### src/rtl/regfile_multiport_pkg.sv
// rtl/regfile_multiport_pkg.sv - shared types and helpers for the multiport register file
package regfile_pkg;

    typedef enum logic {
        INIT  = 1'b0,
        READY = 1'b1
    } rf_state_t;

    localparam int ZERO_REG_DEFAULT = 31;

    function automatic int addr_w(input int n_regs);
        return (n_regs <= 2) ? 1 : $clog2(n_regs);
    endfunction

endpackage

### src/rtl/regfile_multiport_if.sv
// rtl/regfile_multiport_if.sv - write port, read ports and busy flag of the register file
interface regfile_multiport_if
    import regfile_pkg::*;
#(
    parameter int DATA_W = 64,
    parameter int N_REGS = 32,
    parameter int N_RD   = 2
);
    localparam int AW = addr_w(N_REGS);

    logic                           we3;
    logic [AW-1:0]                  wa3;
    logic [DATA_W-1:0]              wd3;
    logic [N_RD-1:0][AW-1:0]        ra;
    logic [N_RD-1:0][DATA_W-1:0]    rd;
    logic                           busy;

    modport master (output we3, wa3, wd3, ra, input  rd, busy);
    modport slave  (input  we3, wa3, wd3, ra, output rd, busy);

endinterface

### src/rtl/regfile_multiport_init_seq.sv
// rtl/regfile_multiport_init_seq.sv - post-reset sweep sequencer loading Xi = i, one register per cycle
module regfile_init_seq
    import regfile_pkg::*;
#(
    parameter int N_REGS = 32,
    localparam int AW    = addr_w(N_REGS)
) (
    input  logic          clk,
    input  logic          reset,
    output logic          o_busy,
    output logic          o_init_we,
    output logic [AW-1:0] o_init_addr
);

    rf_state_t     r_state;
    rf_state_t     w_state_nxt;
    logic [AW-1:0] r_cnt;

    always_ff @(posedge clk) begin
        if (reset) begin
            r_state <= INIT;
            r_cnt   <= '0;
        end else begin
            r_state <= w_state_nxt;
            if (r_state == INIT) begin
                r_cnt <= r_cnt + 1'b1;
            end
        end
    end

    always_comb begin
        w_state_nxt = r_state;
        if (r_state == INIT && r_cnt == AW'(N_REGS - 1)) begin
            w_state_nxt = READY;
        end
    end

    always_comb begin
        o_busy      = (r_state == INIT);
        o_init_we   = (r_state == INIT);
        o_init_addr = r_cnt;
    end

endmodule

### src/rtl/regfile_multiport.sv
// rtl/regfile_multiport.sv - parametrised register file, N_RD comb read ports, zero reg, optional REGFILE_MULTIPORT_BYPASS_EN
module regfile_multiport
    import regfile_pkg::*;
#(
    parameter int DATA_W   = 64,
    parameter int N_REGS   = 32,
    parameter int N_RD     = 2,
    parameter int ZERO_REG = N_REGS - 1
) (
    input  logic                clk,
    input  logic                reset,
    regfile_multiport_if.slave  bus
);

    localparam int            AW     = addr_w(N_REGS);
    localparam logic [AW-1:0] ZR_IDX = AW'(ZERO_REG);

    logic [DATA_W-1:0]           r_mem [N_REGS];
    logic                        w_busy;
    logic                        w_init_we;
    logic [AW-1:0]               w_init_addr;
    logic [N_RD-1:0][DATA_W-1:0] w_rd;

    regfile_init_seq #(.N_REGS(N_REGS)) u_init_seq (
        .clk         (clk),
        .reset       (reset),
        .o_busy      (w_busy),
        .o_init_we   (w_init_we),
        .o_init_addr (w_init_addr)
    );

    // The sweep owns the array while busy; the zero register is rewritten every sweep cycle.
    always_ff @(posedge clk) begin
        if (!reset) begin
            if (w_init_we) begin
                r_mem[w_init_addr] <= DATA_W'(w_init_addr);
                r_mem[ZR_IDX]      <= '0;
            end else if (bus.we3 && bus.wa3 != ZR_IDX) begin
                r_mem[bus.wa3] <= bus.wd3;
            end
        end
    end

    always_comb begin
        w_rd = '0;
        for (int i = 0; i < N_RD; i++) begin
            if (!w_busy && bus.ra[i] != ZR_IDX) begin
`ifdef REGFILE_MULTIPORT_BYPASS_EN
                if (bus.we3 && bus.wa3 == bus.ra[i]) begin
                    w_rd[i] = bus.wd3;
                end else begin
                    w_rd[i] = r_mem[bus.ra[i]];
                end
`else
                w_rd[i] = r_mem[bus.ra[i]];
`endif
            end
        end
    end

    assign bus.rd   = w_rd;
    assign bus.busy = w_busy;

endmodule

### src/flat_wrapper.sv
// flat-port wrapper written by rule: the top's interface ports become plain ports
module regfile_multiport_flat import regfile_pkg::*;
#(
    parameter int DATA_W   = 64,
    parameter int N_REGS   = 32,
    parameter int N_RD     = 2,
    parameter int ZERO_REG = N_REGS - 1
)
  (clk, reset, bus_we3, bus_wa3, bus_wd3, bus_ra, bus_rd, bus_busy);
  regfile_multiport_if #(.DATA_W(DATA_W), .N_REGS(N_REGS), .N_RD(N_RD)) bus_i ();
  input  logic clk;
  input  logic reset;
  input wire logic [$bits(bus_i.we3)-1:0] bus_we3;
  input wire logic [$bits(bus_i.wa3)-1:0] bus_wa3;
  input wire logic [$bits(bus_i.wd3)-1:0] bus_wd3;
  input wire logic [$bits(bus_i.ra)-1:0] bus_ra;
  output wire logic [$bits(bus_i.rd)-1:0] bus_rd;
  output wire logic [$bits(bus_i.busy)-1:0] bus_busy;
  assign bus_i.we3 = bus_we3;
  assign bus_i.wa3 = bus_wa3;
  assign bus_i.wd3 = bus_wd3;
  assign bus_i.ra = bus_ra;
  assign bus_rd = bus_i.rd;
  assign bus_busy = bus_i.busy;
  regfile_multiport #(.DATA_W(DATA_W), .N_REGS(N_REGS), .N_RD(N_RD), .ZERO_REG(ZERO_REG)) u_core (.clk(clk), .reset(reset), .bus(bus_i));
endmodule
### config.mk
export PLATFORM = sky130hd
export DESIGN_NAME = regfile_multiport_flat
export DESIGN_NICKNAME = d
export VERILOG_FILES = /design/src/rtl/regfile_multiport_pkg.sv /design/src/rtl/regfile_multiport_if.sv /design/src/rtl/regfile_multiport_init_seq.sv /design/src/rtl/regfile_multiport.sv /design/src/flat_wrapper.sv
export SDC_FILE = /design/constraint.sdc
export NUM_CORES = 2
export LEC_CHECK = 0
export BUFFER_PORTS_ARGS = -buffer_cell sky130_fd_sc_hd__buf_4
export CORE_UTILIZATION = 30
export CTS_CLUSTER_SIZE = 24
export DETAILED_ROUTE_END_ITERATION = 8
export PLACE_DENSITY_LB_ADDON = 0.3
export SLEW_MARGIN = 20
export SYNTH_ARGS = -nofsm -noshare
export SYNTH_HDL_FRONTEND = slang
export SYNTH_SLANG_ARGS = --single-unit
export TNS_END_PERCENT = 10
### constraint.sdc
create_clock -name clk -period 10.75 [get_ports clk]
set_input_delay 0.5375 -clock clk [delete_from_list [all_inputs] [get_ports clk]]
set_output_delay 0.5375 -clock clk [all_outputs]
set_load 0.01 [all_outputs]
==> results.tsv <==
metric	value	unit
initial drt markers	6776	
final worst clock skew	0.04326	ns
Residual DRC	0	
RR Startpoint	u_core.u_init_seq.r_state	
xor/xnor share of the synthesized area	0.0001842	
Sequential Power Share	0.497	
total gr overflow	0	
row count	206	
Synth Area in Compound Gates	0.06725	
status	finished clean	
YS warnings	0	
Clk pwr share	0.441	
Hold Path Stages	4	
largest family of logic cells by synthesized area	multiplexers	
Final ANT Viol Nets	0	
Total Power	17560	uW
PortBufs	210	
post-synthesis mux area share	0.2456	
Gates resized, CTS repair	0	
Synth Cell Area	95070	sq um
Reg-to-Reg End	u_core.r_mem[18][44]	
main flop type after synthesis	edfxtp_1	
root buf cell	clkbuf_16	
number of synthesized flops with an enable pin	1984	
global-route wire length before repair	471.2	mm
Synth cell types	56	
final setup fails	0	
Pwr Density	161.6	nW/um^2
Fin. Hold Viols	0	
vias per cell	5.967	
Initial Utilization	0.3019	
DR vias	57060	
Layout area overhead	14.29	%
wire per inst	35.86	microns
Reg clk slew, reported paths	0.07	ns
startpoint of the worst hold path	bus_wd3[4]	
num ports	211	
DP Worst Slack	5.336	ns
register area share after synthesis	0.6414	
Crit Path Category	primary input to output pin	
min-delay worst type	primary input to flip-flop	
FILL cells	29580	
Max clock buf depth	4	
Final Max Tran Viols	0	
Sw Pwr	3949	uW
most frequent cells after synthesis	edfxtp_1, mux4_2, mux2i_1	
startpoint class of the critical path	primary input	
GPL Wtd Cong	0.7786	
Final min period	5.409	ns
register-to-register setup slack	6.39	ns
combinational share of power	0.062	
die width	565.0	microns
post-synthesis adder-cell area fraction	0.0002632	
Post-DP HPWL	179.4	mm
antenna violations before repair	16	
maxcap violations	0	
Avg Cell Area, Syn	18.84	sq um
Overall Global Routing Usage	0.2110	
die area	319200	sq um
top cell type's share of synthesized area	0.6266	
CP required	10.21	ns
largest net degree at the start of global routing	107	
Core Box Area	315000	sq um
leak pwr	0.03754	uW
Max-slew headroom	0.2034	
WP data arrival	4.87	ns
Synth Instances	5046	
Setup Fix Bufs, Post-CTS	0	
nets	5300	
maximum vdd ir drop	126.9	uV
synthesized-area fraction occupied by and/or/nand/nor cells	0.02079	
RSZ-0062 raised after global routing	no	
crit share post-route	0.5031	
Max FO, Critical Path	73	
H-tree levels	4	
switching share of power	0.2248	
fmax	184.9	MHz
crit end category	output pin	
top post-synthesis cells by area	edfxtp_1, mux4_2, mux2i_1	
clock latency on the worst-skew pair	0.88	ns
worst-margin pin slew	1.188	ns
cell with the most instances after synthesis	edfxtp_1	
vias in the first global route	57720	
Int Power	13610	uW
FF+latch count, synth	2054	
FF-to-FF path depth	7	
Pre-Repair DR Iteration Count	5	
share of cells above drive strength 1	0.3092	
syn_nets	5130	
Routed WL	342.9	mm
chip height	565.0	microns
CTS tree	done	
Yosys top cell by area	edfxtp_1	
cts bufs inserted	225	
crit path setup slack, layout	5.341	ns
Num Clock Sinks	2054	
setup tns final	0	ns
FFs w/ async S/R, synth	0	
worst min-delay path endpoint	u_core.r_mem[3][4]	
-- logic make-up after synthesis --
group           Yosys count
flops                  2054
mux                    1366
compound gates          831
buf+inv                 441
simple gates            350
xor+xnor                  2
fa+ha+maj                 2
-- cells in the final DEF, fill, tap and decap left out, types with 57 or more instances in the layout --
cell          n
dfxtp_1      70
edfxtp_1   1984
a211oi_1    151
a21oi_1      93
clkbuf_1     72
mux2_2       66
mux4_2      767
o22ai_1     127
nor2b_1      78
and2_1       57
o221ai_1    104
a22o_1      107
clkbuf_16   226
mux2i_1     533
a22oi_1      61
buf_4       355
-- power by group through the flow --
stage	combinational, uW	sequential, uW	clock (uW)
after global placement	1080	8890	0
after detailed placement	1080	8890	0
after floorplan	704	8900	0
after global routing	1120	8730	8120
after CTS	1080	8730	7840
final	1080	8730	7750
-- flip-flops by register name (all words and copies together) (netlist names) --
register,flops
u_core.r_mem,2048
u_core.u_init_seq.o_init_addr,5
u_core.u_init_seq.r_state,1
-- critical path: stages --
cell       delay [ns]
buf_8            0.58
nor2b_4          0.64
buf_12           0.59
buf_4            0.81
a22o_1           0.27
a2111oi_2        0.07
a211oi_1         0.91
buf_4            0.26
-- timing repair --
action / CTS / global route
endpoints found under the hold margin: 6 / 0
hold buffers: 1 / 0
endpoints found under the setup margin: 0 / 0
-- through the flow --
step                      std cells  area [sq um]    util  hold slack, ns
final                          9563        108700  0.3450          0.3314
after CTS                      9557        108600  0.3449          0.2846
after detailed placement       9148        101400  0.3219          0.4697
after global placement         9148        101400  0.3219          0.4653
after floorplan                5046         95070       -          0.4543
after global routing           9560        108700  0.3450          0.3532
-- worst max-delay path by stage --
stage / start / endpoint / slack [ns] / cells past startpoint
2_1_floorplan: reset / u_core.r_mem[20][0] / 2.33 / 7
3_3_place_gp: bus_ra[6] / bus_rd[87] / 5.30 / 8
3_5_place_dp: bus_ra[6] / bus_rd[87] / 5.34 / 8
4_1_cts: bus_ra[6] / bus_rd[87] / 5.32 / 8
5_1_grt: bus_ra[6] / bus_rd[87] / 5.36 / 8
6_report: bus_ra[1] / bus_rd[43] / 5.34 / 8
-- metal layers --
layer | vias to the layer above | global-route usage | wire [microns]
li1 | 22160 | - | -
met3 | 597 | 0.03249 | 26860
met2 | 2956 | 0.3447 | 163500
met5 | - | 0 | 0
met4 | 0 | 0.07517 | 12970
met1 | 31350 | 0.2851 | 139600
-- final cells by class --
cell class              instances  area (sq um)  area share
clock buffers                 332          6394     0.05884
inverters                       3         11.26   0.0001036
flip-flops and latches       2054         60980      0.5612
repair buffers                381          3115     0.02867
well taps                    4160          5205     0.04790
diodes                          6         15.01   0.0001382
multi-input cells            2551         32100      0.2954
clock inverters                76         839.6    0.007727
Note: power is estimated with default switching activity, not from simulation.
